<file path="config.mk">
export PLATFORM = sky130hd
export DESIGN_NAME = sys_bridge_irq_ctrl_flat
export DESIGN_NICKNAME = d
export VERILOG_FILES = /design/src/rtl/bridge_pkg.sv /design/src/rtl/sys_bridge_irq_ctrl_if.sv /design/src/rtl/irq_pend_unit.sv /design/src/rtl/sys_bridge_irq_ctrl.sv /design/src/flat_wrapper.sv
export SDC_FILE = /design/constraint.sdc
export NUM_CORES = 1
export LEC_CHECK = 0
export ABC_AREA = 0
export CAP_MARGIN = 25
export CORE_AREA = 2 2 147 149
export CTS_BUF_LIST = sky130_fd_sc_hd__clkbuf_8 sky130_fd_sc_hd__clkbuf_16
export DETAILED_ROUTE_END_ITERATION = 6
export DIE_AREA = 0 0 149 151
export PLACE_DENSITY = 0.49
export SKIP_LAST_GASP = 1
export SYNTH_ARGS = -nofsm -noshare
export SYNTH_HDL_FRONTEND = slang
export SYNTH_HIERARCHICAL = 1
export SYNTH_SLANG_ARGS = --single-unit
</file>
<file path="constraint.sdc">
create_clock -name clk -period 2.1 [get_ports clk]
set_input_delay 0.315 -clock clk [delete_from_list [all_inputs] [get_ports clk]]
set_output_delay 0.315 -clock clk [all_outputs]
set_load 0.005 [all_outputs]
</file>
<file path="src/rtl/bridge_pkg.sv">
// Shared constants for the CPU bridge: region bases, window offsets, interrupt bit indices.
package bridge_pkg;

  localparam logic [31:0] DM_TOP    = 32'h0000_2FFF;
  localparam logic [31:0] TC0_BASE  = 32'h0000_7F00;
  localparam logic [31:0] TC1_BASE  = 32'h0000_7F10;
  localparam logic [31:0] INT_BASE  = 32'h0000_7F20;
  localparam logic [31:0] WIN_BYTES = 32'd12;

  // Byte offsets inside a 12-byte window; bases are 16-byte aligned so addr[3:0] is the offset.
  localparam logic [3:0] OFF_CTRL   = 4'h0;
  localparam logic [3:0] OFF_PRESET = 4'h4;
  localparam logic [3:0] OFF_COUNT  = 4'h8;
  localparam logic [3:0] OFF_ACK    = 4'h0;
  localparam logic [3:0] OFF_MASK   = 4'h4;
  localparam logic [3:0] OFF_PEND   = 4'h8;

  localparam int IRQ_TC0 = 0;
  localparam int IRQ_TC1 = 1;
  localparam int IRQ_EXT = 2;

  typedef enum logic [2:0] {
    RGN_NONE = 3'd0,
    RGN_DM   = 3'd1,
    RGN_TC0  = 3'd2,
    RGN_TC1  = 3'd3,
    RGN_INT  = 3'd4
  } region_e;

  function automatic logic in_window(input logic [31:0] addr, input logic [31:0] base);
    return (addr >= base) && (addr < base + WIN_BYTES);
  endfunction

endpackage

</file>
<file path="src/rtl/sys_bridge_irq_ctrl_if.sv">
// CPU M-stage data port as seen by the bridge.
interface sys_bridge_irq_ctrl_if;
  // No valid/ready: the port is single-cycle. A store is present when cpu_byteen != 0,
  // a load when cpu_load = 1; cpu_rdata and the error flags answer combinationally in
  // the same cycle, and side effects commit at the clock edge that ends the cycle.
  logic [31:0] cpu_addr;
  logic [31:0] cpu_wdata;
  logic [3:0]  cpu_byteen;
  logic        cpu_load;
  logic        cpu_ld_word;
  logic        exc_kill;
  logic [31:0] cpu_rdata;
  logic        err_load;
  logic        err_store;

  modport master (
    output cpu_addr, cpu_wdata, cpu_byteen, cpu_load, cpu_ld_word, exc_kill,
    input  cpu_rdata, err_load, err_store
  );

  modport slave (
    input  cpu_addr, cpu_wdata, cpu_byteen, cpu_load, cpu_ld_word, exc_kill,
    output cpu_rdata, err_load, err_store
  );
endinterface

</file>
<file path="src/rtl/irq_pend_unit.sv">
// Sticky, maskable interrupt-pending state with rising-edge capture.
// IRQ_SYNC_EN adds a 2-flop synchronizer on every source ahead of edge detection.
module irq_pend_unit
  import bridge_pkg::*;
(
  input  logic       clk,
  input  logic       reset,
  input  logic [2:0] irq_in,
  input  logic       mask_we,
  input  logic [2:0] mask_wdata,
  input  logic [2:0] pend_clr,
  output logic [2:0] mask_o,
  output logic [2:0] pend_o,
  output logic [5:0] hwint
);

  logic [2:0] level;
  logic [2:0] prev_q, prev_d;
  logic [2:0] pend_q, pend_d;
  logic [2:0] mask_q, mask_d;

`ifdef IRQ_SYNC_EN
  logic [2:0] sync1_q, sync1_d;
  logic [2:0] sync2_q, sync2_d;

  always_comb begin
    sync1_d = irq_in;
    sync2_d = sync1_q;
    level   = sync2_q;
  end

  always_ff @(posedge clk) begin
    if (reset) begin
      sync1_q <= 3'b000;
      sync2_q <= 3'b000;
    end else begin
      sync1_q <= sync1_d;
      sync2_q <= sync2_d;
    end
  end
`else
  always_comb begin
    level = irq_in;
  end
`endif

  // A new edge beats a clear landing in the same cycle.
  always_comb begin
    prev_d = level;
    pend_d = (pend_q & ~pend_clr) | (level & ~prev_q);
    mask_d = mask_we ? mask_wdata : mask_q;
  end

  always_ff @(posedge clk) begin
    if (reset) begin
      prev_q <= 3'b000;
      pend_q <= 3'b000;
      mask_q <= 3'b111;
    end else begin
      prev_q <= prev_d;
      pend_q <= pend_d;
      mask_q <= mask_d;
    end
  end

  always_comb begin
    mask_o = mask_q;
    pend_o = pend_q;
    hwint  = {3'b000, pend_q & mask_q};
  end

endmodule

</file>
<file path="src/rtl/sys_bridge_irq_ctrl.sv">
// Bridge between the CPU M-stage data port and DM, TC0, TC1 and the interrupt window.
// Build option IRQ_SYNC_EN (inside irq_pend_unit) synchronizes the interrupt sources.
module sys_bridge_irq_ctrl
  import bridge_pkg::*;
(
  input  logic                   clk,
  input  logic                   reset,
  sys_bridge_irq_ctrl_if.slave   cpu,
  output logic [31:0]            dm_addr,
  output logic [31:0]            dm_wdata,
  output logic [3:0]             dm_byteen,
  input  logic [31:0]            dm_rdata,
  output logic                   tc0_we,
  output logic                   tc1_we,
  output logic [29:0]            tc_addr,
  output logic [31:0]            tc_wdata,
  input  logic [31:0]            tc0_rdata,
  input  logic [31:0]            tc1_rdata,
  input  logic                   irq_tc0,
  input  logic                   irq_tc1,
  input  logic                   irq_ext,
  output logic [31:0]            int_addr,
  output logic [3:0]             int_byteen,
  output logic [5:0]             hwint
);

  region_e    region;
  logic [3:0] woff;
  logic       st, ld, is_tc, is_int, full_word, wr_ok;
  logic       mask_we;
  logic [2:0] pend_clr;
  logic [2:0] mask_v, pend_v;

  always_comb begin
    region = RGN_NONE;
    if (cpu.cpu_addr <= DM_TOP)                  region = RGN_DM;
    else if (in_window(cpu.cpu_addr, TC0_BASE))  region = RGN_TC0;
    else if (in_window(cpu.cpu_addr, TC1_BASE))  region = RGN_TC1;
    else if (in_window(cpu.cpu_addr, INT_BASE))  region = RGN_INT;
  end

  always_comb begin
    woff      = {cpu.cpu_addr[3:2], 2'b00};
    st        = (|cpu.cpu_byteen) & ~cpu.exc_kill;
    ld        = cpu.cpu_load & ~cpu.exc_kill;
    is_tc     = (region == RGN_TC0) || (region == RGN_TC1);
    is_int    = (region == RGN_INT);
    full_word = (cpu.cpu_byteen == 4'hF);

    // Peripheral windows take word accesses only; COUNT is read-only.
    cpu.err_store = st & ((region == RGN_NONE)
                          | ((is_tc | is_int) & ~full_word)
                          | (is_tc & (woff == OFF_COUNT)));
    cpu.err_load  = ld & ((region == RGN_NONE)
                          | ((is_tc | is_int) & ~cpu.cpu_ld_word));
    wr_ok = st & ~cpu.err_store & ~cpu.err_load;
  end

  always_comb begin
    dm_addr    = cpu.cpu_addr;
    dm_wdata   = cpu.cpu_wdata;
    dm_byteen  = (wr_ok && region == RGN_DM) ? cpu.cpu_byteen : 4'h0;
    tc0_we     = wr_ok && (region == RGN_TC0);
    tc1_we     = wr_ok && (region == RGN_TC1);
    tc_addr    = cpu.cpu_addr[31:2];
    tc_wdata   = cpu.cpu_wdata;
    int_addr   = cpu.cpu_addr;
    int_byteen = (wr_ok && is_int && woff == OFF_ACK) ? cpu.cpu_byteen : 4'h0;
    mask_we    = wr_ok && is_int && (woff == OFF_MASK);
  end

  always_comb begin
    pend_clr          = 3'b000;
    pend_clr[IRQ_TC0] = tc0_we && (woff == OFF_CTRL);
    pend_clr[IRQ_TC1] = tc1_we && (woff == OFF_CTRL);
    pend_clr[IRQ_EXT] = |int_byteen;
    if (wr_ok && is_int && woff == OFF_PEND)
      pend_clr = pend_clr | cpu.cpu_wdata[2:0];
  end

  always_comb begin
    cpu.cpu_rdata = 32'h0;
    case (region)
      RGN_DM:  cpu.cpu_rdata = dm_rdata;
      RGN_TC0: cpu.cpu_rdata = tc0_rdata;
      RGN_TC1: cpu.cpu_rdata = tc1_rdata;
      RGN_INT: begin
        if (woff == OFF_MASK)      cpu.cpu_rdata = {29'h0, mask_v};
        else if (woff == OFF_PEND) cpu.cpu_rdata = {29'h0, pend_v};
      end
      default: cpu.cpu_rdata = 32'h0;
    endcase
  end

  irq_pend_unit u_irq_pend_unit (
    .clk        (clk),
    .reset      (reset),
    .irq_in     ({irq_ext, irq_tc1, irq_tc0}),
    .mask_we    (mask_we),
    .mask_wdata (cpu.cpu_wdata[2:0]),
    .pend_clr   (pend_clr),
    .mask_o     (mask_v),
    .pend_o     (pend_v),
    .hwint      (hwint)
  );

endmodule

</file>
<file path="src/flat_wrapper.sv">
// flat-port wrapper written by rule: the top's interface ports become plain ports
module sys_bridge_irq_ctrl_flat import bridge_pkg::*;
  (clk, reset, dm_addr, dm_wdata, dm_byteen, dm_rdata, tc0_we, tc1_we, tc_addr, tc_wdata, tc0_rdata, tc1_rdata, irq_tc0, irq_tc1, irq_ext, int_addr, int_byteen, hwint, cpu_cpu_addr, cpu_cpu_wdata, cpu_cpu_byteen, cpu_cpu_load, cpu_cpu_ld_word, cpu_exc_kill, cpu_cpu_rdata, cpu_err_load, cpu_err_store);
  sys_bridge_irq_ctrl_if cpu_i ();
  input  logic clk;
  input  logic reset;
  output logic [31:0] dm_addr;
  output logic [31:0] dm_wdata;
  output logic [3:0] dm_byteen;
  input  logic [31:0] dm_rdata;
  output logic tc0_we;
  output logic tc1_we;
  output logic [29:0] tc_addr;
  output logic [31:0] tc_wdata;
  input  logic [31:0] tc0_rdata;
  input  logic [31:0] tc1_rdata;
  input  logic irq_tc0;
  input  logic irq_tc1;
  input  logic irq_ext;
  output logic [31:0] int_addr;
  output logic [3:0] int_byteen;
  output logic [5:0] hwint;
  input wire logic [$bits(cpu_i.cpu_addr)-1:0] cpu_cpu_addr;
  input wire logic [$bits(cpu_i.cpu_wdata)-1:0] cpu_cpu_wdata;
  input wire logic [$bits(cpu_i.cpu_byteen)-1:0] cpu_cpu_byteen;
  input wire logic [$bits(cpu_i.cpu_load)-1:0] cpu_cpu_load;
  input wire logic [$bits(cpu_i.cpu_ld_word)-1:0] cpu_cpu_ld_word;
  input wire logic [$bits(cpu_i.exc_kill)-1:0] cpu_exc_kill;
  output wire logic [$bits(cpu_i.cpu_rdata)-1:0] cpu_cpu_rdata;
  output wire logic [$bits(cpu_i.err_load)-1:0] cpu_err_load;
  output wire logic [$bits(cpu_i.err_store)-1:0] cpu_err_store;
  assign cpu_i.cpu_addr = cpu_cpu_addr;
  assign cpu_i.cpu_wdata = cpu_cpu_wdata;
  assign cpu_i.cpu_byteen = cpu_cpu_byteen;
  assign cpu_i.cpu_load = cpu_cpu_load;
  assign cpu_i.cpu_ld_word = cpu_cpu_ld_word;
  assign cpu_i.exc_kill = cpu_exc_kill;
  assign cpu_cpu_rdata = cpu_i.cpu_rdata;
  assign cpu_err_load = cpu_i.err_load;
  assign cpu_err_store = cpu_i.err_store;
  sys_bridge_irq_ctrl u_core (.clk(clk), .reset(reset), .cpu(cpu_i), .dm_addr(dm_addr), .dm_wdata(dm_wdata), .dm_byteen(dm_byteen), .dm_rdata(dm_rdata), .tc0_we(tc0_we), .tc1_we(tc1_we), .tc_addr(tc_addr), .tc_wdata(tc_wdata), .tc0_rdata(tc0_rdata), .tc1_rdata(tc1_rdata), .irq_tc0(irq_tc0), .irq_tc1(irq_tc1), .irq_ext(irq_ext), .int_addr(int_addr), .int_byteen(int_byteen), .hwint(hwint));
endmodule
</file>
==> results of run 1 <==
## registers in the layout, indices dropped and copies added, names as in the netlist
register	flops
u_core/u_irq_pend_unit/mask_o	3
u_core/u_irq_pend_unit/pend_o	3
u_core/u_irq_pend_unit/prev_q	3
## repair_timing
| action | CTS | global route |
|---|---|---|
| gates cloned | 11 | 0 |
| resized for setup | 310 | 15 |
| setup buffers | 26 | 4 |
| pin swaps | 46 | 37 |
| endpoints found under the setup margin | 50 | 47 |
## final cells by class
type	instances	area, um2	area share
tap	275	344.1	0.06119
inverter	3	11.26	0.002003
timing repair buffer	371	3535	0.6286
clock inverter	1	3.754	0.0006676
sequential	9	180.2	0.03204
clock buffer	3	75.07	0.01335
multi-input combinational	178	1474	0.2621
## per-stage QoR
stage	total power, uW	TNS, ps
detailed placement	964.0	-43150
floorplan	563.2	0
CTS	1307	-6263
finish	1292	-3200
global route	1366	-7116
global placement	959.1	-42850
## placed cells by master, fill, tap and decap left out, drive strengths merged, types with 4 or more instances in the layout
cell type,synthesis,layout
a21oi,4,4
nor4,6,6
a22o,32,32
clkdlybuf4s50,0,205
and3,15,15
buf,176,144
dlygate4sd2,0,16
nor3,4,4
dfxtp,9,9
nor2,33,33
inv,3,4
clkdlybuf4s15,0,6
nor2b,6,6
nand2b,8,8
nand2,5,5
mux2i,32,32
nand4,4,4
## logic make-up (layout without fill, tap and decap cells)
kind of cell | Yosys count | after routing | share of synthesized area
other | 1 | 3 | 0.001334
AO/OA/AOI/OAI | 51 | 51 | 0.1523
multiplexers | 32 | 32 | 0.1140
buffers and inverters | 183 | 378 | 0.4795
flip-flops | 9 | 9 | 0.06411
AND/OR/NAND/NOR | 92 | 92 | 0.1888
## layer usage
| metal | global-route usage | vias to the layer above | share of wire |
|---|---|---|---|
| met3 | 0.02681 | 30 | 0.095 |
| li1 | - | 1498 | - |
| met1 | 0.1369 | 1490 | 0.37 |
| met4 | 0.03762 | 0 | 0.029 |
| met2 | 0.2348 | 247 | 0.51 |
| met5 | 0 | - | 0 |
## report_power, final
| group | internal (uW) | switching (uW) | leakage, uW |
|---|---|---|---|
| Combinational | 515 | 268 | 0.00235 |
| Sequential | 179 | 3.62 | 0.0000743 |
| Clock | 248 | 78.5 | 0.0000423 |
| Total | 943 | 350 | 0.00247 |
## final timing paths
path | start | to | depth (start not counted)
hold reg to reg | u_core/u_irq_pend_unit/prev_q[1] | u_core/u_irq_pend_unit/pend_o[1] | 2
hold / removal | u_core/u_irq_pend_unit/prev_q[1] | u_core/u_irq_pend_unit/pend_o[1] | 2
setup reg to reg | u_core/u_irq_pend_unit/mask_o[1] | u_core/u_irq_pend_unit/mask_o[1] | 2
setup / recovery | cpu_cpu_addr[22] | cpu_cpu_rdata[26] | 10
## tightest hold or removal path: stages (launching register included)
cell,delay [ps]
dfxtp_1,290
nand2b_1,90
a21oi_1,50
==> summary.md, run 1 <==
| Metric | Value |
|---|---|
| Status | complete, but fails checks |
| Violated checks | setup timing |
| Post-synth ARST share | 0 |
| Fin nets | 738 |
| Fmax achieved | 0.4473 GHz |
| Worst skew pair latency | 230 ps |
| Total gr overflow | 0 |
| Root Buffer | clkbuf_16 |
| Syn Area/Cell | 7.636 um2 |
| Synth cell count leaders | 164 x buf_4, 33 x nor2_1, 32 x a22o_1, 32 x mux2i_1, 15 x and3_1 |
| Routed via count | 3265 |
| DP Cell Count | 806 |
| Top-count cell post-synth | buf_4 |
| Fillers | 2272 |
| Placer Congestion | 0.7286 |
| Ys flop type | dfxtp_1 |
| Initial core utilization | 0.1350 |
| Drt pass-1 iters | 4 |
| WL per Instance | 17.73 um |
| Pre-CTS setup slack | -973.6 ps |
| Post-route cell area | 5623 um2 |
| Setup violations, final | 38 |
| PD cells | 229.8 nW/um2 |
| All-Layer GR Usage | 0.1236 |
| Final hold slack | 484.4 ps |
| Seq cells post-synth | 9 |
| HP Class | register to register |
| CP startpoint kind | input pin |
| Cell Rows | 53 |
| Clock buffer depth | 2 |
| Worst setup path class | input pin to output pin |
| Slowest cell delay on critical path | 360 ps |
| H-Tree Depth | 1 |
| Post-synth EDFFs | 0 |
| DIE WIDTH | 149 um |
| Slowest CP cell | nor4_4 |
| Max-Cap Viols | 0 |
| Top-area cell type share of the netlist area | 0.4381 |
| DRT antenna net count | 0 |
| Worst Path Required | 1780 ps |
| Layout cell share with drive strength beyond 1 | 0.3168 |
| Tmin final | 2235 ps |
| Buffers and inverters on the worst path | 6 |
| CTS tree | built |
| PortBufs | 283 |
| Fin cells | 840 |
| Vias/cell | 3.887 |
| Final Hold Viols | 0 |
| Max-slew violations | 0 |
| Tcrit/Tclk final | 1.064 |
| Mapped Cells | 368 |
| Total CTS buffers | 3 |
| TritonCTS Sinks | 9 |
| I/O Pins | 380 |
| DRT iter0 DRCs | 94 |
| Initial antenna violation count | 0 |
| HPWL Detailed | 11.04 mm |
| Reg-to-reg slack, setup | 1320 ps |
| Pin count of the biggest net entering global routing | 38 |
| Worst path most repeated cell | buf_6 |
| Synth area leaders | buf_4 44%, mux2i_1 11%, a22o_1 10%, dfxtp_1 6.4%, nor2_1 4.4% |
| Max FO, Critical Path | 3 |
| Clock-pin slew on the worst setup and hold paths | 40 ps |
| # diodes | 0 |
| Post-DP Area | 5141 um2 |
| RSZ-0062 raised after global routing | yes |
| Post-synthesis sequential area ratio | 0.06411 |
| CP top delay family | buffers and inverters |
| Leakage power | 0.002467 uW |
| CTS Hold Bufs | 0 |
| Total Die Area | 22500 um2 |
| Netlist Area Pre-Place | 2810 um2 |
| Core Box Area | 20820 um2 |
| Fin util | 0.2700 |
| Drt drc | 0 |
| VDD IR max | 241.1 uV |
| DIE HEIGHT | 151 um |
| Vias in the first global route | 3450 |
| P&R area growth vs syn | 100.1% |
| Cells along the critical path | buf_8, nor4_4, nand4_1, buf_4, nor2_4, buf_6, buf_6, buf_6, a22o_1, buf_2 |
| Skew final | 0.02648 ps |
| Synth unique cells | 37 |
| Crit end category | output pin |
| Yosys warns | 6 |
| Routed wire length | 14.89 mm |
| Area leader, netlist | buf_4 |
| Global-route wire length before repair | 20.76 mm |
| Crit path DAT | 1920 ps |
| Worst setup margin | -135.4 ps |
(Power assumes the default switching activity.)
==> run 2: changes to the inputs <==
--- a/config.mk
+++ b/config.mk
@@ -11,7 +11,9 @@
 export CTS_BUF_LIST = sky130_fd_sc_hd__clkbuf_8 sky130_fd_sc_hd__clkbuf_16
 export DETAILED_ROUTE_END_ITERATION = 6
 export DIE_AREA = 0 0 149 151
+export MAX_ROUTING_LAYER = met4
 export PLACE_DENSITY = 0.49
+export SETUP_SLACK_MARGIN = 0.2
 export SKIP_LAST_GASP = 1
 export SYNTH_ARGS = -nofsm -noshare
 export SYNTH_HDL_FRONTEND = slang
==> summary.md, run 2 (synthesized netlist as in run 1, its figures left out) <==
| Metric | Value |
|---|---|
| Status | complete, but fails checks |
| Violated checks | setup timing |
| Worst setup margin | -213.6 ps (-78.22 ps) |
| DRT antenna net count | 0 (unchanged) |
| Commonest non-fill, non-tap cell in the layout | clkdlybuf4s50_1 |
| Final Hold Viols | 0 (unchanged) |
| Multi-input gate area | 1510 um2 (+2.5%) |
| PD cells | 219.6 nW/um2 (-4.4%) |
| All-Layer GR Usage | 0.1277 (+0.004085) |
| Clock buffer depth | 2 (unchanged) |
| Vias/cell | 3.886 (about the same) |
| Drt pass-1 iters | 4 (unchanged) |
| Worst path most repeated cell | buf_6 |
| VDD IR max | 227.4 uV (-5.7%) |
| CP startpoint kind | input pin |
| Skew final | 0.02688 ps (+0.0004025 ps) |
| Tmin final | 2314 ps (+78.22 ps) |
| Crit path DAT | 2000 ps (+80 ps) |
| Setup violations, final | 43 (+13%) |
| H-Tree Depth | 1 (unchanged) |
| Global-route wire length before repair | 20.86 mm (+0.46%) |
| Layout cell share with drive strength beyond 1 | 0.3409 (+0.02406) |
| Sequential cell area | 180.2 um2 (unchanged) |
| CTS tree | built |
| Fin util | 0.2834 (+0.01340) |
| Root Buffer | clkbuf_16 |
| Initial core utilization | 0.1350 (unchanged) |
| P&R area growth vs syn | 110.0% |
| Total Die Area | 22500 um2 (unchanged) |
| WL per Instance | 17.70 um (-0.20%) |
| CTS Hold Bufs | 0 (unchanged) |
| DRT iter0 DRCs | 85 (-9.6%) |
| Drt drc | 0 (unchanged) |
| RSZ-0062 raised after global routing | yes |
| Fin Setup TNS | -5890 ps (-2690 ps) |
| Max-Cap Viols | 0 (unchanged) |
| HPWL Detailed | 11.04 mm (unchanged) |
| Core Box Area | 20820 um2 (unchanged) |
| Max FO, Critical Path | 3 (unchanged) |
| Fillers | 2246 (-1.1%) |
| Pwr Total | 1296 uW (+0.30%) |
| PortBufs | 283 (unchanged) |
| DP Cell Count | 806 (unchanged) |
| Worst setup path class | input pin to output pin |
| Cells along the critical path | buf_8, nor4_4, nand4_1, buf_4, nor2_4, buf_6, buf_6, buf_16, buf_6, a22o_1, buf_2 |
| Clock-pin slew on the worst setup and hold paths | 40 ps (about the same) |
| TritonCTS Sinks | 9 (unchanged) |
| Slowest CP cell | nor4_4 |
| I/O Pins | 380 (unchanged) |
| Routed wire length | 15.04 mm (+0.99%) |
| Tcrit/Tclk final | 1.102 (+0.03725) |
| Most frequent cells in the layout | 205 x clkdlybuf4s50_1, 59 x buf_4, 43 x buf_2 |
| DIE WIDTH | 149 um (unchanged) |
| Vias in the first global route | 3457 (+0.20%) |
| Fin cells | 850 (+1.2%) |
| Initial antenna violation count | 0 (unchanged) |
| Crit end category | output pin |
| Worst Path Required | 1780 ps (about the same) |
| Cell Rows | 53 (unchanged) |
| Max-slew violations | 0 (unchanged) |
| # diodes | 0 (unchanged) |
| Slowest cell delay on critical path | 350 ps (about the same) |
| Fmax achieved | 0.4322 GHz (-3.4%) |
| Total gr overflow | 0 (unchanged) |
| Routed via count | 3303 (+1.2%) |
| Total CTS buffers | 3 (unchanged) |
| Placer Congestion | 0.7374 (+1.2%) |
| Fin nets | 748 (+1.4%) |
| HP Class | register to register |
| DIE HEIGHT | 151 um (unchanged) |
| Leakage power | 0.002564 uW (+3.9%) |
| Pin count of the biggest net entering global routing | 38 (unchanged) |
| Worst skew pair latency | 230 ps (about the same) |
==> run 2: final timing paths <==
path                                    startpoint                               end  slack, ps  cells past startpoint
hold reg to reg   u_core/u_irq_pend_unit/prev_q[2]  u_core/u_irq_pend_unit/pend_o[2]        490                      2
setup reg to reg  u_core/u_irq_pend_unit/mask_o[0]  u_core/u_irq_pend_unit/mask_o[0]       1300                      2
hold / removal    u_core/u_irq_pend_unit/prev_q[2]  u_core/u_irq_pend_unit/pend_o[2]        490                      2
setup / recovery                  cpu_cpu_addr[22]                 cpu_cpu_rdata[26]       -210                     11
==> run 2: per-layer routing <==
layer  up-vias  wire length (um)  track usage
li1       1521                 -            -
met3        28              1349      0.02440
met5         -                 0            -
met4         0               408      0.03714
met1      1506              5545       0.1389
met2       248              7737       0.2362
==> run 2: final cells by class <==
type / count / share of cell area
inverter: 3 / 0.001908
multi-input combinational: 178 / 0.2559
clock buffer: 3 / 0.01272
timing repair buffer: 381 / 0.6400
tap: 275 / 0.05830
clock inverter: 1 / 0.0006360
sequential: 9 / 0.03053
==> run 2: what timing repair did <==
item | in CTS | in global routing
endpoints found under the setup margin | 50 | 50
gates resized for setup | 312 | 24
cloned | 11 | 0
hold endpoints to repair | 0 | 0
pin swaps | 50 | 33
setup buffers | 25 | 4
==> run 2: stage by stage <==
| stage | setup WS, ps | area, um2 | hold slack (ps) |
|---|---|---|---|
| global route | -306.6 | 5902 | 514.3 |
| finish | -213.6 | 5902 | 488.7 |
| floorplan | 275.0 | 2818 | 432.8 |
| CTS | -224.2 | 5801 | 485.3 |
| global placement | -970.5 | 5141 | 479.5 |
| detailed placement | -973.6 | 5141 | 480.1 |
==> run 2: worst max-delay path, delay by kind of cell <==
family | cells | cell delay [ps]
and+or+nand+nor | 3 | 680
buffers and inverters | 7 | 850
AOI/OAI and AO/OA | 1 | 160
==> run 2: power by group <==
part / internal [uW] / total [uW] / switching (uW)
Clock: 248 / 326 / 77.7
Sequential: 179 / 184 / 5.06
Combinational: 516 / 786 / 269
Total: 944 / 1300 / 352
